===== config.mk =====
export PLATFORM = sky130hd
export DESIGN_NAME = accel_mem_bridge_mp
export DESIGN_NICKNAME = d
export VERILOG_FILES = /design/src/rtl/accel_mem_bridge_mp.sv
export SDC_FILE = /design/constraint.sdc
export NUM_CORES = 1
export LEC_CHECK = 0
export ABC_CLOCK_PERIOD_IN_PS = 12000
export CORE_MARGIN = 1
export CORE_UTILIZATION = 42
export CTS_BUF_LIST = sky130_fd_sc_hd__clkbuf_16
export DETAILED_ROUTE_END_ITERATION = 10
export PLACE_DENSITY = 0.72
export SLEW_MARGIN = 5
export SYNTH_ARGS = -nofsm -noshare
export SYNTH_HDL_FRONTEND = slang
export SYNTH_SLANG_ARGS = --single-unit

===== constraint.sdc =====
create_clock -name clk -period 12 [get_ports clk]
set_input_delay 1.8 -clock clk [delete_from_list [all_inputs] [get_ports clk]]
set_output_delay 1.8 -clock clk [all_outputs]
set_load 0.02 [all_outputs]

===== src/rtl/accel_mem_bridge_mp.sv =====
// Round-robin bridge from NUM_PORTS packed-command accelerator ports to one pipelined
// Avalon-MM memory master; reads return in order to their originating port.
module accel_mem_bridge_mp #(
    parameter int NUM_PORTS   = 2,
    parameter int DATA_W      = 64,
    parameter int MAX_PENDING = 8
) (
    input  logic                              clk,
    input  logic                              reset,
    input  logic [NUM_PORTS*(DATA_W+34)-1:0]  avs_accel_writedata,
    input  logic [NUM_PORTS-1:0]              avs_accel_read,
    input  logic [NUM_PORTS-1:0]              avs_accel_write,
    output logic [NUM_PORTS-1:0]              avs_accel_waitrequest,
    output logic [NUM_PORTS*DATA_W-1:0]       avs_accel_readdata,
    output logic [NUM_PORTS-1:0]              avs_accel_readdatavalid,
    output logic [31:0]                       avm_mem_address,
    output logic                              avm_mem_read,
    output logic                              avm_mem_write,
    output logic [DATA_W-1:0]                 avm_mem_writedata,
    output logic [DATA_W/8-1:0]               avm_mem_byteenable,
    input  logic                              avm_mem_waitrequest,
    input  logic [DATA_W-1:0]                 avm_mem_readdata,
    input  logic                              avm_mem_readdatavalid
);
    localparam int ACC_W = DATA_W + 34;
    localparam int BE_W  = DATA_W / 8;
    localparam int OFF_W = $clog2(BE_W);
    localparam int PW    = (NUM_PORTS > 1) ? $clog2(NUM_PORTS) : 1;
    localparam int QW    = (MAX_PENDING > 1) ? $clog2(MAX_PENDING) : 1;
    localparam int CW    = $clog2(MAX_PENDING + 1);

    function automatic logic [BE_W-1:0] lane_mask(input logic [1:0] size, input logic [OFF_W-1:0] off);
        logic [7:0]      base;
        logic [BE_W+7:0] shifted;
        case (size)
            2'd0:    base = 8'h01;
            2'd1:    base = 8'h03;
            2'd2:    base = 8'h0F;
            default: base = 8'hFF;
        endcase
        shifted   = {{BE_W{1'b0}}, base} << off;
        lane_mask = shifted[BE_W-1:0];
    endfunction

    function automatic logic [DATA_W-1:0] data_mask(input logic [1:0] size);
        logic [6:0] nbits;
        nbits     = 7'd8 << size;
        data_mask = ~({DATA_W{1'b1}} << nbits);
    endfunction

    function automatic logic [PW-1:0] rr_idx(input logic [PW-1:0] last, input int k);
        rr_idx = PW'((int'(last) + k) % NUM_PORTS);
    endfunction

    logic [ACC_W-1:0]  cmd_s [NUM_PORTS];
    logic [NUM_PORTS-1:0] req_s, eligible_s, grant_s;
    logic [PW-1:0]     grant_idx_s, last_grant_r;
    logic              grant_any_s, cr_load_s, cr_valid_s, sel_wr_s, push_s, pop_s;
    logic [ACC_W-1:0]  sel_cmd_s;
    logic [31:0]       sel_addr_s;
    logic [OFF_W-1:0]  sel_off_s;
    logic              cr_rd_r, cr_wr_r;
    logic [31:0]       cr_addr_r;
    logic [DATA_W-1:0] cr_wdata_r;
    logic [BE_W-1:0]   cr_be_r;
    logic [PW-1:0]     fifo_port_r [MAX_PENDING];
    logic [OFF_W-1:0]  fifo_off_r  [MAX_PENDING];
    logic [1:0]        fifo_size_r [MAX_PENDING];
    logic [QW-1:0]     wr_ptr_r, rd_ptr_r;
    logic [CW-1:0]     pend_cnt_r;
    logic [NUM_PORTS-1:0]        rsp_valid_r;
    logic [NUM_PORTS*DATA_W-1:0] rsp_data_r;

    // Split the packed command bus and decide which ports may compete this cycle
    always_comb begin
        for (int i = 0; i < NUM_PORTS; i++) begin
            cmd_s[i] = avs_accel_writedata[i*ACC_W +: ACC_W];
        end
        req_s      = avs_accel_read | avs_accel_write;
        eligible_s = avs_accel_write | (avs_accel_read & {NUM_PORTS{pend_cnt_r < CW'(MAX_PENDING)}});
    end

    assign cr_valid_s = cr_rd_r | cr_wr_r;
    assign cr_load_s  = ~cr_valid_s | ~avm_mem_waitrequest;

    // Round-robin search starting one past the previous winner
    always_comb begin
        logic hit_v;
        grant_any_s = 1'b0;
        grant_idx_s = last_grant_r;
        grant_s     = '0;
        for (int k = 1; k <= NUM_PORTS; k++) begin
            hit_v       = ~grant_any_s & eligible_s[rr_idx(last_grant_r, k)] & cr_load_s & ~reset;
            grant_idx_s = hit_v ? rr_idx(last_grant_r, k) : grant_idx_s;
            grant_any_s = grant_any_s | hit_v;
        end
        if (grant_any_s) begin
            grant_s[grant_idx_s] = 1'b1;
        end else begin
            grant_s = '0;
        end
    end

    assign sel_cmd_s  = cmd_s[grant_idx_s];
    assign sel_addr_s = sel_cmd_s[31:0];
    assign sel_off_s  = sel_addr_s[OFF_W-1:0];
    assign sel_wr_s   = avs_accel_write[grant_idx_s];
    assign push_s     = grant_any_s & ~sel_wr_s;
    assign pop_s      = avm_mem_readdatavalid & (pend_cnt_r != '0);

    // Command register: lane-encode the granted request, hold it while memory stalls
    always_ff @(posedge clk or posedge reset) begin
        if (reset) begin
            cr_rd_r      <= 1'b0;
            cr_wr_r      <= 1'b0;
            cr_addr_r    <= 32'h0;
            cr_wdata_r   <= '0;
            cr_be_r      <= '0;
            last_grant_r <= PW'(NUM_PORTS - 1);
        end else if (cr_load_s) begin
            cr_rd_r <= grant_any_s & ~sel_wr_s;
            cr_wr_r <= grant_any_s & sel_wr_s;
            if (grant_any_s) begin
                cr_addr_r    <= {sel_addr_s[31:OFF_W], {OFF_W{1'b0}}};
                cr_wdata_r   <= sel_cmd_s[DATA_W+31:32] << {sel_off_s, 3'b000};
                cr_be_r      <= lane_mask(sel_cmd_s[DATA_W+33:DATA_W+32], sel_off_s);
                last_grant_r <= grant_idx_s;
            end
        end
    end

    // Outstanding-read bookkeeping (pointers and occupancy)
    always_ff @(posedge clk or posedge reset) begin
        if (reset) begin
            wr_ptr_r   <= '0;
            rd_ptr_r   <= '0;
            pend_cnt_r <= '0;
        end else begin
            if (push_s) begin
                wr_ptr_r <= (wr_ptr_r == QW'(MAX_PENDING - 1)) ? '0 : wr_ptr_r + QW'(1);
            end
            if (pop_s) begin
                rd_ptr_r <= (rd_ptr_r == QW'(MAX_PENDING - 1)) ? '0 : rd_ptr_r + QW'(1);
            end
            case ({push_s, pop_s})
                2'b10:   pend_cnt_r <= pend_cnt_r + CW'(1);
                2'b01:   pend_cnt_r <= pend_cnt_r - CW'(1);
                default: pend_cnt_r <= pend_cnt_r;
            endcase
        end
    end

    // Outstanding-read storage; contents are meaningless outside the pointer window
    always_ff @(posedge clk) begin
        if (push_s) begin
            fifo_port_r[wr_ptr_r] <= grant_idx_s;
            fifo_off_r[wr_ptr_r]  <= sel_off_s;
            fifo_size_r[wr_ptr_r] <= sel_cmd_s[DATA_W+33:DATA_W+32];
        end
    end

    // Response stage: align and mask the returning word, strobe only the owning port
    always_ff @(posedge clk or posedge reset) begin
        if (reset) begin
            rsp_valid_r <= '0;
            rsp_data_r  <= '0;
        end else begin
            rsp_valid_r <= '0;
            if (pop_s) begin
                rsp_valid_r[fifo_port_r[rd_ptr_r]] <= 1'b1;
                rsp_data_r[int'(fifo_port_r[rd_ptr_r])*DATA_W +: DATA_W] <=
                    (avm_mem_readdata >> {fifo_off_r[rd_ptr_r], 3'b000}) & data_mask(fifo_size_r[rd_ptr_r]);
            end
        end
    end

    assign avs_accel_waitrequest   = req_s & ~grant_s;
    assign avs_accel_readdata      = rsp_data_r;
    assign avs_accel_readdatavalid = rsp_valid_r;
    assign avm_mem_address         = cr_addr_r;
    assign avm_mem_read            = cr_rd_r;
    assign avm_mem_write           = cr_wr_r;
    assign avm_mem_writedata       = cr_wdata_r;
    assign avm_mem_byteenable      = cr_be_r;
endmodule


==> impl_metrics.csv <==
group,metric,value,unit
worst_setup_path,worst_ep_required_time,10.20,ns
final_layout,layout-drive-gt1-share,6.55,%
global_routing,grt.busiest_layer,"met2",
synth,synthAdderAreaFrac,0.513,%
synth,ys_ff_latch,292,
global_routing,globalRouteOverflowTotal,0,
global_routing,antenna_found_initial,3,
synth,synth-edff-count,48,
detailed_routing,num_vias,16600,
sta,period_share,56.7,%
pwr,p_per_area,278,nW/um^2
synth,synth-compound-area-share,24.0,%
final_layout,fill_cells,3474,
final_layout,layout_commonest_cell,"clkdlybuf4s50_1",
sta,rsz0062_at_grt,"no",
synth,yosysTopAreaCell,"dfrtp_1",
synth,synth_top_family_by_area,"compound AO/OA/AOI/OAI gates",
die,die_w,204,um
sta,period_needed,6.80,ns
place,gp_congestion,0.968,
clocking,clock-sinks,292,
clocking,postCtsHoldBufs,0,
worst_setup_path,path_cells,"clkdlybuf4s50_1 > inv_8 > o211ai_1 > buf_4 > nand2_1 > o21a_1 > inv_1 > o22a_1 > clkdlybuf4s50_1",
die,core_area,39900,um^2
synth,yosys.area.top_type_share,35.6,%
synth,postSynthCellCount,1794,
global_routing,use_met1,40.6,%
die,ioPinCount,506,
final_layout,areaGrowthSynthToFinish,36.9,%
final_layout,final_cell_mix,"clkdlybuf4s50_1 (502), nand2_1 (323), dfrtp_1 (243)",
die,placementRows,73,
global_routing,met3_usage,5.45,%
detailed_routing,first_pass_iters,7,
worst_setup_path,max_stage_delay,0.70,ns
clocking,clkLatencyLatePin,0.52,ns
worst_setup_path,crit_fanout,101,
final_layout,fin_area,23400,um^2
clocking,cts_buffer_depth,3,
sta,setup-tns-final,0,ns
synth,synth_cell_types,69,
global_routing,grt_start_max_net_pins,117,
clocking,post_cts_buffers,0,
worst_setup_path,crit_top_cell,"clkdlybuf4s50_1",
clocking,cts_tree,"built",
worst_setup_path,worstSetupStartpointType,"input port",
global_routing,grt_use_total,31.8,%
synth,yosys-top-cells-area,"dfrtp_1 (36%), edfxtp_1 (8.4%), nand2_1 (7.1%)",
hold_path,min_path_type,"reg2reg",
clocking,cts.clk_slew.worst_paths,0.06,ns
synth,synth-simple-area-share,14.5,%
worst_setup_path,worst-setup-path-type,"in2out",
sta,relSlewSlack,13.2,%
pwr,ir_drop,0.153,mV
final_layout,final_nets,2463,
synth,synth-seq-area-share,44.2,%
place,port_buffers,502,
sta,tightestPinTransition,1.30,ns
die,die_h,204,um
global_routing,grt_use_met2,51.9,%
sta,clock_skew,0.0136,ns
synth,ys_async_sr_fraction,83.6,%
sta,fmax,147,MHz
place,placed_cell_area,22200,um^2
flow_run,drv_cap,0,
detailed_routing,ant_nets,0,
sta,hold_viol_final,0,
synth,synthXorXnorAreaFrac,0.256,%
detailed_routing,drc,0,
pwr,p_leak,9.46,nW
global_routing,grt_pass1_vias,16200,
pwr,p_total,6.49,mW
clocking,cts_root_buffer,"clkbuf_16",
synth,synthMuxAreaShare,10.7,%
run_status,outcome,"finished clean",
detailed_routing,drtIter0Drc,1794,
worst_setup_path,slowest_stage,"clkdlybuf4s50_1",
sta,drv_slew,0,
clocking,cts_buffers,34,
synth,synth-warning-count,0,
synth,syn_area,17100,um^2
detailed_routing,routed_wl,67200,um
sta,finalSetupViolCount,0,
detailed_routing,vias_per_cell,6.06,
clocking,cts_resized,0,
worst_setup_path,endpoint_kind,"primary output",
die,dieArea,41500,um^2
synth,avgSynthCellArea,9.52,um^2
place,place_hpwl,49800,um
global_routing,grt_pass1_wl,100000,um
die,start_util,42.8,%
synth,ys.flop_type,"dfrtp_1",
worst_setup_path,worst_ep_arrival_time,5.00,ns
clocking,htree_num_levels,2,
detailed_routing,wl_per_cell,24.5,um
metal layers:
layer  share of wire, %  up-vias
met5                  0        -
met4                5.2        0
met3                8.0      169
met2                 48      899
met1                 39     8101
li1                   -     7444
where the power goes:
| part | leakage, nW | internal (mW) | switching [mW] |
|---|---|---|---|
| combinational | 5.26 | 1.47 | 2.25 |
| sequential | 3.62 | 1.37 | 0.346 |
| clock | 0.584 | 0.641 | 0.416 |
final timing paths:
check,start,to,slack (ns),cells after the start
hold reg to reg,avs_accel_readdata[116]$_DFFE_PP0P_,avs_accel_readdata[116]$_DFFE_PP0P_,0.48,2
max in group asynchronous,reset,avs_accel_readdatavalid[1]$_DFF_PP0_,8.51,3
min in group asynchronous,reset,pend_cnt_r[2]$_DFFE_PP0P_,1.94,2
hold / removal,avs_accel_readdata[116]$_DFFE_PP0P_,avs_accel_readdata[116]$_DFFE_PP0P_,0.48,2
setup reg to reg,pend_cnt_r[3]$_DFFE_PP0P_,avm_mem_writedata[56]$_DFFE_PP0P_,7.12,10
setup / recovery,reset,avs_accel_waitrequest[0],5.20,9
Yosys cell counts, drive strengths merged, types with 8 or more instances:
cell      n
o211ai   37
a311oi   10
nor3     35
mux2     22
dfrtp   243
nor2b    56
a32oi    39
a21oi    64
clkbuf  109
mux4     12
buf      59
nor2     31
inv      53
a31oi    24
mux2i   124
a32o     39
and2     10
a221o     9
a22oi    38
nand2   332
o21ai   177
edfxtp   48
a22o     26
o31ai    33
nor3b    32
nand2b   10
a221oi    8
o32ai    46
registers in the layout, summed over array words and instances (netlist names):
signal                   count
pend_cnt_r                   4
rd_ptr_r                     3
fifo_off_r                  24
avm_mem_write                1
fifo_port_r                  8
avs_accel_readdatavalid      2
avs_accel_readdata         128
fifo_size_r                 16
avm_mem_read                 1
last_grant_r                 1
avm_mem_writedata           64
wr_ptr_r                     3
avm_mem_address             29
avm_mem_byteenable           8
worst max-delay path: cells and delay by family:
family / cells / cell delay [ns]
AO/OA/AOI/OAI: 3 / 0.53
AND/OR/NAND/NOR: 1 / 0.12
buffers and inverters: 5 / 2.55
final cells by class:
cell class | count | area (um^2) | share of cell area, %
Antenna cell | 3 | 7.51 | 0.0321
Clock buffer | 37 | 926 | 3.96
Clock inverter | 24 | 214 | 0.915
Inverter | 54 | 210 | 0.899
Multi-Input combinational cell | 1282 | 8620 | 36.9
Sequential cell | 292 | 7550 | 32.3
Tap cell | 525 | 657 | 2.81
Timing Repair Buffer | 524 | 5190 | 22.2
stage by stage:
step | cells | hold WS [ns] | worst slack, ns | utilization (%)
after CTS | 2738 | 0.478 | 5.15 | 58.6
after global placement | 2677 | 0.460 | 5.15 | 55.7
after floorplan | 1796 | 0.486 | 1.15 | -
final | 2741 | 0.476 | 5.20 | 58.6
after global routing | 2741 | 0.496 | 4.96 | 58.6
after detailed placement | 2677 | 0.465 | 5.17 | 55.7
cell families after synthesis:
group | after synthesis
simple gates | 529
compound gates | 580
buf+inv | 222
xor+xnor | 5
fa+ha+maj | 7
flops | 292
mux | 158
other cells | 1
No activity file was read; power rests on OpenSTA's default activity.
